==> config.mk <==
export PLATFORM = sky130hd
export DESIGN_NAME = clkdiv_multi
export DESIGN_NICKNAME = d
export VERILOG_FILES = /design/src/rtl/clkdiv_pkg.sv /design/src/rtl/clkdiv_chan.sv /design/src/rtl/clkdiv_multi.sv
export SDC_FILE = /design/constraint.sdc
export NUM_CORES = 1
export LEC_CHECK = 0
export CORE_MARGIN = 2
export CORE_UTILIZATION = 25
export CTS_CLUSTER_SIZE = 30
export DETAILED_ROUTE_END_ITERATION = 10
export PLACE_DENSITY = 0.48
export SETUP_SLACK_MARGIN = 0.4
export SLEW_MARGIN = 0
export SYNTH_ARGS = -nofsm -noshare
export SYNTH_HDL_FRONTEND = slang
export SYNTH_SLANG_ARGS = --single-unit
==> constraint.sdc <==
create_clock -name clk100 -period 5.3 [get_ports clk100]
set_input_delay 0.795 -clock clk100 [delete_from_list [all_inputs] [get_ports clk100]]
set_output_delay 0.795 -clock clk100 [all_outputs]
set_load 0.02 [all_outputs]
==> src/rtl/clkdiv_pkg.sv <==
// clkdiv_pkg: shared constants and helpers for the multi-channel clock divider.
//   CNT_W_DEF  default counter/divisor width
//   MIN_DIV    smallest divisor a channel will run with
//   clamp_div  raises any divisor below MIN_DIV to MIN_DIV
package clkdiv_pkg;

   localparam int CNT_W_DEF = 20;
   localparam int MIN_DIV   = 2;

   function automatic logic [31:0] clamp_div(input logic [31:0] value);
      return (value < 32'(MIN_DIV)) ? 32'(MIN_DIV) : value;
   endfunction

endpackage

==> src/rtl/clkdiv_chan.sv <==
// clkdiv_chan: one divider channel.
// A counter runs 0..D-1 while en_i is high. The square wave is registered from
// the next count, so it always equals (cnt >= D/2). A written divisor is parked
// in div_nxt and only installed on the wrap cycle (or a sync restart), so a
// period is never cut short or stretched.
// Ports:
//   clk100, rst    clock, asynchronous active-high reset
//   en_i           count enable
//   sync_i         restart request (tie low when phase alignment is not built)
//   wr_i, wr_val_i divisor write strobe for this channel and its value
//   pend_o         a written divisor is waiting for the period boundary
//   ack_o          one-cycle pulse when the waiting divisor is installed
//   tick_o         one-cycle pulse on the last cycle of each period
//   clk_out_o      divided square wave, flop-driven
module clkdiv_chan
   import clkdiv_pkg::*;
#(
   parameter int               CNT_W   = CNT_W_DEF,
   parameter logic [CNT_W-1:0] DIV_RST = CNT_W'(4)
) (
   input  logic             clk100,
   input  logic             rst,
   input  logic             en_i,
   input  logic             sync_i,
   input  logic             wr_i,
   input  logic [CNT_W-1:0] wr_val_i,
   output logic             pend_o,
   output logic             ack_o,
   output logic             tick_o,
   output logic             clk_out_o
);

   logic [CNT_W-1:0] cnt_q, cnt_d;
   logic [CNT_W-1:0] div_cur_q, div_cur_d;
   logic [CNT_W-1:0] div_nxt_q, div_nxt_d;
   logic             pend_q, pend_d;
   logic             ack_q, ack_d;
   logic             clk_out_q, clk_out_d;
   logic             last, restart, install;

   assign last    = (cnt_q == div_cur_q - CNT_W'(1));
   // sync outranks a normal wrap; both restart the period at count 0
   assign restart = en_i & (last | sync_i);
   assign install = restart & pend_q;

   always_comb begin
      cnt_d     = cnt_q;
      div_cur_d = div_cur_q;
      div_nxt_d = div_nxt_q;
      pend_d    = pend_q;
      ack_d     = install;
      if (en_i) begin
         if (restart) begin
            cnt_d = '0;
            if (pend_q) div_cur_d = div_nxt_q;
         end else begin
            cnt_d = cnt_q + CNT_W'(1);
         end
      end
      // a write landing on the install cycle survives: the install consumed
      // the old div_nxt, the new value stays pending
      if (wr_i) begin
         div_nxt_d = CNT_W'(clamp_div(32'(wr_val_i)));
         pend_d    = 1'b1;
      end else if (install) begin
         pend_d = 1'b0;
      end
      clk_out_d = (cnt_d >= (div_cur_d >> 1));
   end

   always_ff @(posedge clk100 or posedge rst) begin
      if (rst) begin
         cnt_q     <= '0;
         div_cur_q <= DIV_RST;
         div_nxt_q <= '0;
         pend_q    <= 1'b0;
         ack_q     <= 1'b0;
         clk_out_q <= 1'b0;
      end else begin
         cnt_q     <= cnt_d;
         div_cur_q <= div_cur_d;
         div_nxt_q <= div_nxt_d;
         pend_q    <= pend_d;
         ack_q     <= ack_d;
         clk_out_q <= clk_out_d;
      end
   end

   assign pend_o    = pend_q;
   assign ack_o     = ack_q;
   assign tick_o    = en_i & last & ~sync_i;
   assign clk_out_o = clk_out_q;

   // a reset divisor below MIN_DIV is a configuration error
   a_div_min: assert property (@(posedge clk100) disable iff (rst)
                               div_cur_q >= CNT_W'(MIN_DIV))
      else $error("clkdiv_chan: divisor below minimum");

endmodule

==> src/rtl/clkdiv_multi.sv <==
// clkdiv_multi: NUM_CH independent run-time programmable clock dividers.
// Each channel gives a flop-driven ~50% square wave and a one-cycle tick on the
// last cycle of its period. Divisor writes are applied at the period boundary.
// Optional build macro CLKDIV_SYNC_EN adds a 'sync' input that restarts all
// channels together so they become phase-aligned.
// Ports:
//   clk100, rst  clock, asynchronous active-high reset
//   en           global count enable
//   sync         (CLKDIV_SYNC_EN only) restart all channels at count 0
//   div_wr       divisor write strobe
//   div_ch       target channel; values >= NUM_CH are ignored
//   div_val      new divisor (values below 2 are stored as 2)
//   div_pend     per channel: divisor waiting for the boundary
//   div_ack      per channel: one-cycle install pulse
//   tick         per channel: last cycle of period
//   clk_out      per channel: divided square wave
module clkdiv_multi
   import clkdiv_pkg::*;
#(
   parameter int                      NUM_CH   = 2,
   parameter int                      CNT_W    = CNT_W_DEF,
   parameter logic [NUM_CH*CNT_W-1:0] DIV_INIT = {20'd100000, 20'd4},
   parameter int                      CH_W     = 1
) (
   input  logic              clk100,
   input  logic              rst,
   input  logic              en,
`ifdef CLKDIV_SYNC_EN
   input  logic              sync,
`endif
   input  logic              div_wr,
   input  logic [CH_W-1:0]   div_ch,
   input  logic [CNT_W-1:0]  div_val,
   output logic [NUM_CH-1:0] div_pend,
   output logic [NUM_CH-1:0] div_ack,
   output logic [NUM_CH-1:0] tick,
   output logic [NUM_CH-1:0] clk_out
);

   logic sync_w;

`ifdef CLKDIV_SYNC_EN
   assign sync_w = sync & en;
`else
   assign sync_w = 1'b0;
`endif

   for (genvar i = 0; i < NUM_CH; i++) begin : g_ch
      logic wr_ch;
      // out-of-range channel numbers match no instance, so the write is dropped
      assign wr_ch = div_wr & (int'(div_ch) == i);

      clkdiv_chan #(
         .CNT_W   (CNT_W),
         .DIV_RST (DIV_INIT[i*CNT_W +: CNT_W])
      ) u_chan (
         .clk100    (clk100),
         .rst       (rst),
         .en_i      (en),
         .sync_i    (sync_w),
         .wr_i      (wr_ch),
         .wr_val_i  (div_val),
         .pend_o    (div_pend[i]),
         .ack_o     (div_ack[i]),
         .tick_o    (tick[i]),
         .clk_out_o (clk_out[i])
      );
   end

endmodule
* Yosys cells after proc, flatten, opt, wreduce, memory -nomap -nowiden
Cells that the tools add are included. Widths: inputs -> output; s select.
Cells by class: $add $sub $neg 4, bitwise operators 7, order comparisons 3, mux-type cells 15, equal/unequal tests 2, reduce and logical (&&, ||, !) cells 4
Operators with widths (number):
- $mux 20 | 11
- $add 20x1->20 const B | 2
- $eq 20x20->1 | 2
- $ge 20x19->1 | 2
- $sub 20x1->20 const B | 2
- $lt 20x2->1 const B | 1
- $and 1x1->1 | 6
- $reduce_and 3->1 | 2
- $mux 1 | 4
- $reduce_bool 2->1 | 2
- $not 1->1 | 1
Storage, ports and cells: flip-flop bits (word level) 126, logic and storage cells 49

* Logic depth before layout (Yosys ltp)
word-level depth 6, mapped depth 19, gate-level depth less buffers 17

* Cells and area by module
A second synthesis with hierarchy kept.
Unflattened totals: cells, all modules 755, area total of the unflattened synthesis 7981.4 um^2
By module, submodules not included:
- clkdiv_chan at g_ch[1].u_chan | area each 3983.8 um^2, cells each 376, times used 1
- clkdiv_chan at g_ch[0].u_chan | area each 3977.6 um^2, cells each 376, times used 1
- clkdiv_multi | area each 20.0 um^2, cells each 3, times used 1

* Worst setup path after synthesis
Ideal clock, no wire load.
path kind flip-flop to flip-flop, start point reg g_ch[1].u_chan.div_cur_q[0], end point reg g_ch[1].u_chan.clk_out_q, slack 0.970 ns, cell stages (with the launch flop) 20, path buffers 2, required time 5.172 ns, arrival time 4.203 ns, cells stage by stage dfrtp_1 inv_1 ha_1 or3b_1 or4_1 a2111oi_1 nand2_1 nor4_1 and4_1 buf_4 buf_6 mux2_1 ha_1 nand2b_1 a21o_1 a21o_1 a21oi_1 o211ai_1 a21oi_1 o22ai_1
On the way: longest elaborated chain between the ends 6, elaborated cells on any way between the ends 8, those cells by class add/sub (1); order compare (1); eq/ne (1); mux (4); bitwise (1)
Ends and longest elaborated chain:
- from (decl) | line clkdiv_chan.sv:34 | logic [CNT_W-1:0] div_cur_q, div_cur_d;
- from (signal assigned) | line clkdiv_chan.sv:81 | div_cur_q <= div_cur_d;
- $sub 20x1->20 | line clkdiv_chan.sv:41 | assign last = (cnt_q == div_cur_q - CNT_W'(1));
- $eq 20x20->1 | line clkdiv_chan.sv:41
- $and 1x1->1 | line clkdiv_chan.sv:43 | assign restart = en_i & (last | sync_i);
- $mux 20 | line clkdiv_chan.sv:53 | if (restart) begin
- $mux 20 | line clkdiv_chan.sv:52 | if (en_i) begin
- net g_ch[1].u_chan.div_cur_d[1] | line clkdiv_chan.sv:34
- $ge 20x19->1 | line clkdiv_chan.sv:68 | clk_out_d = (cnt_d >= (div_cur_d >> 1));
- net g_ch[1].u_chan.clk_out_d | line clkdiv_chan.sv:38 | logic clk_out_q, clk_out_d;
- to (signal assigned) | line clkdiv_chan.sv:85 | clk_out_q <= clk_out_d;
- to (decl) | line clkdiv_chan.sv:38
The timed path passes the listed nets, and every way through them passes these cells. A chain may end at the register's enable or synchronous reset.

* Final worst setup path
start point reg g_ch[0].u_chan.div_cur_q[0], end point out tick[0]
On the way: longest elaborated chain between the ends 3
Ends and longest elaborated chain:
- from (decl) | line clkdiv_chan.sv:34
- from (signal assigned) | line clkdiv_chan.sv:81
- $sub 20x1->20 | line clkdiv_chan.sv:41
- $eq 20x20->1 | line clkdiv_chan.sv:41
- $and 1x1->1 | line clkdiv_chan.sv:91 | assign tick_o = en_i & last & ~sync_i;
- to (decl) | line clkdiv_multi.sv:36 | output logic [NUM_CH-1:0] tick,
Every way passes these cells.

==> results.json <==
{
  "outcome": "finished clean",
  "syn_inst": 807,
  "timing.final.ws_setup_ns": 0.7095,
  "ys_types": 68,
  "finalMaxSlewViolations": 0,
  "totalWireLength_mm": 19.82,
  "arrival_ns": 3.80,
  "io_pins": 33,
  "hold_end": "g_ch[0].u_chan.div_nxt_q[0]$_DFFE_PP0P_",
  "synth_edf_count": 0,
  "netlist_area_um2": 8009,
  "drt_iter0_markers": 292,
  "hp-start": "g_ch[0].u_chan.div_nxt_q[0]$_DFFE_PP0P_",
  "rows": 65,
  "grt_pass1_vias": 5918,
  "dp_hpwl_mm": 15.01,
  "n_fill_cell": 3327,
  "yosysSeqAreaShare_pct": 39.48,
  "p_leak_nw": 4.176,
  "h-tree-depth": 4,
  "cts_root_buffer": "clkbuf_16",
  "io_buffers": 32,
  "finalCritPeriodShare_pct": 86.61,
  "ys_async_sr_fraction_pct": 100.0,
  "synth_most_common_cell": "dfrtp_1",
  "hold_viol_final": 0,
  "route.vias.total": 5889,
  "whs_ns": 0.4815,
  "diodes": 0,
  "required_ns": 4.51,
  "clock-skew-final_ns": 0.008181,
  "final_nets": 886,
  "worst-path-buf-inv": 3,
  "synth_warnings": 0,
  "routabilityCongestion": 0.8080,
  "setup_viol_count_final": 0,
  "synth_top_area_share_pct": 37.18,
  "r2r_setup_slack_ns": 0.72,
  "hold_class": "reg2reg",
  "min_path_cells": 2,
  "yosys_register_bits": 126,
  "timing.slew.headroom_pct": 28.08,
  "grt_max_degree": 97,
  "synth_nets": 874,
  "rr_worst_depth": 18,
  "antenna_found_initial": 0,
  "powerDensity_nw_per_um2": 296.9,
  "die_x_um": 183.0,
  "cpMostUsedCell": "nor4_4",
  "area_growth_pct": 15.83,
  "cp-end-kind": "output port",
  "critPathLaunchType": "flip-flop",
  "critical_path_class": "reg2out",
  "reg2reg_to": "g_ch[0].u_chan.clk_out_o$_DFF_PP0_",
  "synthTopCellsByCount": "dfrtp_1 (119), nand2_1 (83), nor2_1 (63), mux2_2 (54), xor2_1 (43)",
  "ant_nets": 0,
  "fmax_ghz": 0.2178,
  "cts.clk_slew.worst_paths_ns": 0.06,
  "cts_tree": "yes",
  "rsz0062_at_grt": "no",
  "dieArea_um2": 33480,
  "cp_slowest_stage_delay_ns": 0.58,
  "clock_path_buffers": 2,
  "synth_area_per_cell_um2": 9.924,
  "critPathSlowestCell": "or3b_2",
  "period_needed_ns": 4.591,
  "worst_pin_slew_ns": 1.076,
  "clock_sinks": 126,
  "finalSetupTns_ns": 0,
  "grt_pass1_wl_mm": 32.57,
  "cp_top_family": "simple AND/OR/NAND/NOR gates",
  "place_ws_ns": 0.6080,
  "track_usage_pct": 12.47,
  "post-route-util_pct": 29.40,
  "path_cells": "inv_1, ha_1, or3b_2, nor4_4, xnor2_1, or4_1, or4_4, nor4_4, buf_4, dlygate4sd2_1",
  "coreArea_um2": 31560,
  "peakVddDrop_uv": 179.5,
  "hold_buffers": 0,
  "drc": 0,
  "avgRoutedWirePerCell_um": 16.06,
  "vias_per_cell": 4.772,
  "timing.rr.start": "g_ch[0].u_chan.div_cur_q[0]$_DFFE_PP0P_",
  "dr.pass1.iters": 4,
  "drive_above_1_share_pct": 14.54,
  "numCtsBuffers": 17,
  "max_cap_viol_count": 0,
  "synth_top_cells_by_area": "dfrtp_1 (37%), mux2_2 (7.6%), ha_1 (6.6%)",
  "crit_fanout": 24,
  "start_util_pct": 25.38,
  "postCtsSetupRepairBufs": 0,
  "clock_latency_ns": 0.42,
  "yosys.area.top_type": "dfrtp_1",
  "dieHeight_um": 183.0,
  "grt_overflow": 0,
  "ys.flop_type": "dfrtp_1"
}
## metal layers
layer  global-route usage, %  share of wire, %
met5                       0                 0
met4                   3.008               1.2
met3                   2.204               2.3
met2                   20.21                47
met1                   17.26                50
## worst register-to-register path, stage by stage (launching register included)
cell	delay, ns
dfrtp_1	0.44
inv_1	0.08
ha_1	0.19
or3b_2	0.58
nor4_4	0.19
xnor2_1	0.08
or4_1	0.53
or4_4	0.45
nor4_4	0.14
buf_4	0.31
o21a_1	0.19
ha_1	0.21
nand2b_1	0.14
a21o_1	0.17
a211oi_1	0.24
or4_1	0.14
o211ai_1	0.10
a31oi_1	0.20
o22ai_1	0.09
## cell type report
cell class                 count  area [um^2]  area share (%)
multi-input combinational    616         4547           49.02
sequential                   126         3162           34.08
tap                          402        503.0           5.422
clock buffer                  22        464.2           5.004
timing repair buffer          43        425.4           4.586
clock inverter                10        113.9           1.227
inverter                      15        61.31          0.6609
## layout by cell type (no fill, tap or decap), types with 8 or more instances in the layout
master,synthesis,routed
mux2i_1,36,36
and3_1,11,11
nand4_1,18,18
clkdlybuf4s50_1,0,30
buf_4,11,9
or3_1,10,10
nor2b_1,8,8
inv_1,15,14
a21o_1,13,13
xor2_1,43,43
nand2b_1,15,15
or4_1,9,9
nand2_1,83,83
nor4_1,18,16
a21oi_1,18,18
clkbuf_16,0,17
nor3_1,14,14
dfrtp_1,119,119
xnor2_1,36,36
ha_1,42,42
o21ai_0,20,20
mux2_2,54,54
nor2_1,63,63
a31oi_1,8,8
nand3_1,25,25
## timing repair
action / 4_1_cts / 5_1_grt
endpoints found under the setup margin: 2 / 2
pin swaps: 0 / 1
gates resized for setup: 3 / 7
## registers in the layout, summed over array words and instances (netlist names)
signal / count
g_ch.u_chan.div_nxt_q: 40
g_ch.u_chan.cnt_q: 40
g_ch.u_chan.div_cur_q: 40
g_ch.u_chan.clk_out_o: 2
g_ch.u_chan.pend_o: 2
g_ch.u_chan.ack_o: 2
## per-stage QoR
step	cells	power, mW	instance area, um^2
after floorplan	807	1.476	8009
after detailed placement	1202	1.625	8666
after global routing	1234	2.906	9276
after CTS	1234	2.786	9243
after global placement	1202	1.624	8666
final	1234	2.754	9276
## logic make-up (layout without fill, tap and decap cells)
group | count (synthesis) | count (layout) | synth area share (%)
AOI/OAI and AO/OA | 96 | 96 | 8.015
xor gates and xnor gates | 79 | 79 | 8.639
adders and majority gates | 42 | 42 | 6.561
buffers and inverters | 65 | 90 | 4.202
DFF | 126 | 126 | 39.48
muxes | 94 | 94 | 12.75
and+or+nand+nor | 305 | 305 | 20.36
## how the worst max path moves through the flow
stage / start / end / depth (start not counted)
after global routing: g_ch[1].u_chan.div_cur_q[0]$_DFFE_PP0P_ / g_ch[1].u_chan.clk_out_o$_DFF_PP0_ / 17
after global placement: en / g_ch[0].u_chan.clk_out_o$_DFF_PP0_ / 15
after detailed placement: g_ch[1].u_chan.div_cur_q[0]$_DFFE_PP0P_ / g_ch[1].u_chan.clk_out_o$_DFF_PP0_ / 17
final: g_ch[0].u_chan.div_cur_q[0]$_DFFE_PP0P_ / tick[0] / 10
after floorplan: g_ch[1].u_chan.div_cur_q[0]$_DFFE_PP0P_ / g_ch[1].u_chan.clk_out_o$_DFF_PP0_ / 19
after CTS: g_ch[1].u_chan.div_cur_q[0]$_DFFE_PP0P_ / tick[1] / 10
## where the power goes
group / internal [mW] / switching [mW]
clock: 0.716 / 0.433
combinational: 0.215 / 0.226
sequential: 1.05 / 0.114
Note: power is estimated with default switching activity, not from simulation.
